### src/rtl/alu_mp_seq.sv
// alu_mp_seq: little-endian multi-byte ADD/SUB/LSL sequencer over the shared alu.
// Optional LSL-by-1 (op 10) is compiled in when ALU_MP_SEQ_LSL_EN is defined.
module alu_mp_seq #(
    parameter int         NBYTES  = 4,
    parameter int         LEN_W   = 3,
    parameter logic [7:0] ALU_ADD = 8'h01,
    parameter logic [7:0] ALU_SUB = 8'h02
) (
    input  logic             clk_i,
    input  logic             reset_i,
    input  logic             start_i,
    input  logic [1:0]       op_i,
    input  logic [LEN_W-1:0] len_i,
    input  logic [7:0]       a_base_i,
    input  logic [7:0]       b_base_i,
    input  logic [7:0]       d_base_i,
    output logic             busy_o,
    output logic             done_o,
    output logic             carry_o,
    output logic             zero_o,
    output logic [7:0]       mem_addr_o,
    output logic             mem_rd_o,
    output logic             mem_wr_o,
    output logic [7:0]       mem_wdata_o,
    input  logic [7:0]       mem_rdata_i,
    output logic [8:0]       alu_op_o,
    output logic [7:0]       alu_rs_o,
    output logic [7:0]       alu_rt_o,
    input  logic [7:0]       alu_result_i,
    input  logic             alu_carry_i
);

    typedef enum logic [2:0] {
        IDLE,
        RD_A,
        RD_B,
        OP1,
        OP2,
        WR,
        DONE
    } state_t;

    state_t           state_q;
    logic [7:0]       a_base_q;
    logic [7:0]       b_base_q;
    logic [7:0]       d_base_q;
    logic             sub_q;
`ifdef ALU_MP_SEQ_LSL_EN
    logic             lsl_q;
`endif
    logic [LEN_W-1:0] len_q;
    logic [LEN_W-1:0] i_q;
    logic [LEN_W-1:0] i_nxt;
    logic [LEN_W-1:0] len_clamp;
    logic [7:0]       idx8;
    logic [7:0]       a_q;
    logic [7:0]       r1_q;
    logic [7:0]       r2_q;
    logic             c1_q;
    logic             c2_q;
    logic             cin_q;
    logic             zacc_q;
    logic             op_ok;

    // Request decode: clamp length, accept only implemented ops.
    always_comb begin
        len_clamp = len_i;
        if (len_i > LEN_W'(NBYTES))
            len_clamp = LEN_W'(NBYTES);
        op_ok = (op_i == 2'b00) || (op_i == 2'b01);
`ifdef ALU_MP_SEQ_LSL_EN
        op_ok = op_ok || (op_i == 2'b10);
`endif
        i_nxt = i_q + LEN_W'(1);
        idx8  = 8'(i_q);
    end

    // ALU drive: byte op in OP1, carry/borrow fold-in in OP2, else quiet.
    always_comb begin
        alu_op_o = '0;
        alu_rs_o = '0;
        alu_rt_o = '0;
        if (state_q == OP1 || state_q == OP2)
            alu_op_o = sub_q ? {ALU_SUB, 1'b0} : {ALU_ADD, 1'b0};
        if (state_q == OP1) begin
            alu_rs_o = a_q;
            alu_rt_o = mem_rdata_i;
`ifdef ALU_MP_SEQ_LSL_EN
            if (lsl_q)
                alu_rs_o = mem_rdata_i;
`endif
        end else if (state_q == OP2) begin
            alu_rs_o = r1_q;
            alu_rt_o = {7'b0, cin_q};
        end
    end

    // Sequencer FSM with registered memory and status outputs.
    always_ff @(posedge clk_i or posedge reset_i) begin
        if (reset_i) begin
            state_q     <= IDLE;
            a_base_q    <= '0;
            b_base_q    <= '0;
            d_base_q    <= '0;
            sub_q       <= 1'b0;
`ifdef ALU_MP_SEQ_LSL_EN
            lsl_q       <= 1'b0;
`endif
            len_q       <= '0;
            i_q         <= '0;
            a_q         <= '0;
            r1_q        <= '0;
            r2_q        <= '0;
            c1_q        <= 1'b0;
            c2_q        <= 1'b0;
            cin_q       <= 1'b0;
            zacc_q      <= 1'b0;
            busy_o      <= 1'b0;
            done_o      <= 1'b0;
            carry_o     <= 1'b0;
            zero_o      <= 1'b0;
            mem_addr_o  <= '0;
            mem_rd_o    <= 1'b0;
            mem_wr_o    <= 1'b0;
            mem_wdata_o <= '0;
        end else begin
            unique case (state_q)
                IDLE: begin
                    if (start_i) begin
                        busy_o <= 1'b1;
                        if (op_ok && len_clamp != '0) begin
                            a_base_q   <= a_base_i;
                            b_base_q   <= b_base_i;
                            d_base_q   <= d_base_i;
                            sub_q      <= (op_i == 2'b01);
`ifdef ALU_MP_SEQ_LSL_EN
                            lsl_q      <= (op_i == 2'b10);
`endif
                            len_q      <= len_clamp;
                            i_q        <= '0;
                            cin_q      <= 1'b0;
                            zacc_q     <= 1'b1;
                            mem_rd_o   <= 1'b1;
                            mem_addr_o <= a_base_i;
                            state_q    <= RD_A;
                        end else begin
                            done_o  <= 1'b1;
                            carry_o <= 1'b0;
                            zero_o  <= 1'b1;
                            state_q <= DONE;
                        end
                    end
                end
                RD_A: begin
`ifdef ALU_MP_SEQ_LSL_EN
                    if (lsl_q) begin
                        mem_rd_o   <= 1'b0;
                        mem_addr_o <= '0;
                        state_q    <= OP1;
                    end else
`endif
                    begin
                        mem_addr_o <= b_base_q + idx8;
                        state_q    <= RD_B;
                    end
                end
                RD_B: begin
                    a_q        <= mem_rdata_i;
                    mem_rd_o   <= 1'b0;
                    mem_addr_o <= '0;
                    state_q    <= OP1;
                end
                OP1: begin
                    r1_q    <= alu_result_i;
                    c1_q    <= alu_carry_i;
                    state_q <= OP2;
                end
                OP2: begin
                    r2_q        <= alu_result_i;
                    c2_q        <= alu_carry_i;
                    mem_wr_o    <= 1'b1;
                    mem_addr_o  <= d_base_q + idx8;
                    mem_wdata_o <= alu_result_i;
                    state_q     <= WR;
                end
                WR: begin
                    mem_wr_o    <= 1'b0;
                    mem_wdata_o <= '0;
                    cin_q       <= c1_q | c2_q;
                    zacc_q      <= zacc_q & (r2_q == 8'd0);
                    i_q         <= i_nxt;
                    if (i_nxt == len_q) begin
                        done_o     <= 1'b1;
                        carry_o    <= c1_q | c2_q;
                        zero_o     <= zacc_q & (r2_q == 8'd0);
                        mem_addr_o <= '0;
                        state_q    <= DONE;
                    end else begin
                        mem_rd_o   <= 1'b1;
                        mem_addr_o <= a_base_q + 8'(i_nxt);
                        state_q    <= RD_A;
                    end
                end
                DONE: begin
                    done_o  <= 1'b0;
                    busy_o  <= 1'b0;
                    state_q <= IDLE;
                end
                default: begin
                    state_q <= IDLE;
                end
            endcase
        end
    end

endmodule

### config.mk
export PLATFORM = sky130hd
export DESIGN_NAME = alu_mp_seq
export DESIGN_NICKNAME = d
export VERILOG_FILES = /design/src/rtl/alu_mp_seq.sv
export SDC_FILE = /design/constraint.sdc
export NUM_CORES = 1
export LEC_CHECK = 0
export CAP_MARGIN = 15
export CORE_MARGIN = 2
export CORE_UTILIZATION = 54
export DETAILED_ROUTE_END_ITERATION = 8
export PLACE_DENSITY = 0.85
export SETUP_SLACK_MARGIN = 0.5
export SYNTH_ARGS = -nofsm -noshare
export SYNTH_HDL_FRONTEND = slang
export SYNTH_SLANG_ARGS = --single-unit
### constraint.sdc
create_clock -name clk_i -period 4.8 [get_ports clk_i]
set_clock_uncertainty 0.1 [all_clocks]
set_input_delay 0.72 -clock clk_i [delete_from_list [all_inputs] [get_ports clk_i]]
set_output_delay 0.72 -clock clk_i [all_outputs]
set_load 0.05 [all_outputs]
==> qor.yml <==
clock_network:
  clk_pin_slew_ns: 0.09
  clock_latency_ns: 0.35
  postCtsSetupRepairBufs: 0
  htree_levels: 3
  cts_buffers: 9
  cts_tree: "done"
  cts-root-buf: "clkbuf_8"
  cts_hold_buf: 0
  ctsResizeCount: 0
  cts_buffer_depth: 2
  cts.sinks: 84
critical_path:
  reg2reg_to: "mem_addr_o[4]"
  critPathLaunchType: "flop"
  cp_max_fo: 19
  crit_arrival_ns: 3.09
  slowest_delay_ns: 0.81
  critPathRequiredTime_ns: 3.98
  r2r_slack_ns: 1.46
  path_cells: "nor3b_2, buf_4, a22o_1, clkdlybuf4s50_1"
  slowest_stage: "clkdlybuf4s50_1"
  end_kind: "primary output"
  crit_type: "flop to primary output"
  r2r-start: "state_q[2]"
  reg2reg_depth: 10
die:
  coreArea_um2: 7690
  die_area_um2: 8600
  initial_core_util_pct: 55.3
  std_cell_rows: 32
  ios: 96
  die_y_um: 92.7
  die_w_um: 92.7
grt:
  grt_pass1_wl_mm: 16.9
  grt_remaining_overflow: 0
  track_usage_pct: 25.2
  antenna_found_initial: 0
  grt_max_degree: 48
  grt_pass1_vias: 3506
finish:
  num-fill-cells: 604
  diodes: 0
  nets: 588
  area_growth_pct: 26.4
  fin_util_pct: 69.9
  drive_above_1_share_pct: 9.77
timing:
  rsz0062_at_grt: "no"
  slew_viol_final: 0
  period_minus_slack_ns: 3.91
  setup_tns_ns: 0
  fin_crit_sh_pct: 81.5
  hold_viol: 0
  max_freq_ghz: 0.256
  holdWs_ns: 0.377
  slew-limit-headroom_pct: 45.0
  finalSetupViolations: 0
  worstMarginPinSlew_ns: 0.822
synth:
  synth-async-reset-ratio_pct: 100
  synthFlopType: "dfrtp_1"
  ys_warn_count: 0
  synth_area_um2: 4250
  ys_seq_area_share_pct: 49.4
  syn_inst: 446
  synth_edf_count: 0
  synth_area_per_cell_um2: 9.54
  synth.distinct_cells: 56
  ys_ff_latch: 84
worst_hold_path:
  hold_path.class: "flop to flop"
  hold_depth: 2
  min_to: "mem_wdata_o[2]"
  min_from: "mem_wdata_o[2]"
placed_design:
  gp_congestion: 0.880
  post-dp-hpwl_mm: 7.54
  io_buffers: 88
run:
  maxCapViolCount: 0
detailed_routing:
  avgRoutedWirePerCell_um: 16.4
  drc: 0
  dr.pass1.iters: 5
  drtIter0Drc: 240
  ant_nets: 0
  num_vias: 3523
  vias_per_cell: 5.56
  routed_wl_mm: 10.4
power_and_ir_drop:
  vdd_ir_drop_max_uv: 496
  leakage_nw: 2.49
  powerDensity_nw_per_um2: 760
status:
  status: "completed"
cell usage in the layout, fill, tap and decap left out, drive strengths merged, types with 10 or more instances in the layout:
cell type and count:
nor2 23, ha 10, clkdlybuf4s50 88, nand3 10
inv 10, nand2 135, a22o 12, mux2 20
dfrtp 84, o21ai 14
power by group:
group / switching [mW] / internal (mW) / leakage (nW)
sequential: 0.323 / 1.06 / 1.03
combinational: 1.30 / 0.883 / 1.36
clock: 0.275 / 0.244 / 0.100
final cells by class:
type / count / area, um2 / area share (%)
clock inverters: 7 / 73.8 / 1.37
clock buffers: 9 / 124 / 2.31
well taps: 102 / 128 / 2.37
inverters: 8 / 31.3 / 0.582
repair buffers: 93 / 918 / 17.1
flip-flops and latches: 84 / 2100 / 39.1
multi-input cells: 331 / 2000 / 37.2
worst max path at each step:
stage | from | endpoint | cells past startpoint | slack (ns)
floorplan | state_q[0] | mem_addr_o[4] | 13 | 1.76
global placement | state_q[2] | alu_rs_o[3] | 4 | 1.45
detailed placement | state_q[2] | alu_rs_o[5] | 4 | 1.34
CTS | state_q[2] | alu_rs_o[4] | 4 | 0.92
global route | state_q[2] | alu_rs_o[5] | 4 | 0.78
finish | state_q[2] | alu_rs_o[4] | 4 | 0.89
flip-flops by register name (all words and copies together), names as in the netlist, 3 cells and up:
register	cells
i_q	3
a_base_q	8
d_base_q	8
r2_q	8
mem_wdata_o	8
r1_q	8
len_q	3
mem_addr_o	8
b_base_q	8
a_q	8
state_q	3
critical path, delay by kind of cell, from the launching register on:
| family | cells | cell delay (ns) |
|---|---|---|
| buf+inv | 2 | 1.11 |
| compound gates | 1 | 0.18 |
| flops | 1 | 0.70 |
| simple gates | 1 | 0.74 |
metal layers:
layer	vias up	share of wire (%)	GRT usage, %
met5	-	0	0
met4	0	1.1	6.50
met3	9	6.1	6.67
met2	125	50	42.5
met1	1733	42	32.7
li1	1656	-	-
cells by family (layout without fill, tap and decap cells):
kind of cell               after synthesis  count (layout)  share of synthesized area (%)
DFF                                     84              84                           49.4
AOI/OAI and AO/OA                       67              67                           11.4
and+or+nand+nor                        204             204                           20.7
adders and majority gates               12              12                           3.88
xor gates and xnor gates                17              17                           3.85
muxes                                   24              24                           6.33
other                                    1               7                         0.0882
buffers and inverters                   37             117                           4.32
metrics by stage:
step	cells	cell area [um2]	power (mW)	worst slack [ns]
2_1_floorplan	452	4280	2.91	1.76
3_5_place_dp	618	5180	3.55	1.34
3_3_place_gp	618	5180	3.50	1.45
5_1_grt	634	5370	4.35	0.776
4_1_cts	634	5370	4.09	0.922
6_report	634	5370	4.08	0.887
Yosys cell counts (2+ instances only):
cell / number / area [um2]
buf_1: 4 / 15.0
o21a_1: 5 / 37.5
o22ai_1: 2 / 12.5
or2_2: 2 / 12.5
nor2b_1: 5 / 31.3
o221ai_1: 2 / 17.5
xor2_1: 9 / 78.8
nand2_1: 134 / 503
a31oi_1: 3 / 18.8
xnor2_1: 7 / 61.3
ha_1: 10 / 125
o21ai_0: 14 / 70.1
fa_1: 2 / 40.0
nand4_1: 3 / 18.8
buf_2: 6 / 30.0
inv_1: 8 / 30.0
mux2i_1: 4 / 40.0
and2_1: 9 / 56.3
a21oi_1: 9 / 45.0
buf_4: 8 / 60.1
nand2b_1: 6 / 37.5
a211oi_1: 2 / 15.0
clkbuf_1: 10 / 37.5
a22o_1: 12 / 105
nor3_1: 5 / 25.0
nor2_1: 23 / 86.3
nand3_1: 10 / 50.1
dfrtp_1: 84 / 2100
mux2_2: 19 / 214
a22oi_1: 2 / 15.0
a2111oi_0: 2 / 17.5
No activity file was read; power rests on OpenSTA's default activity.
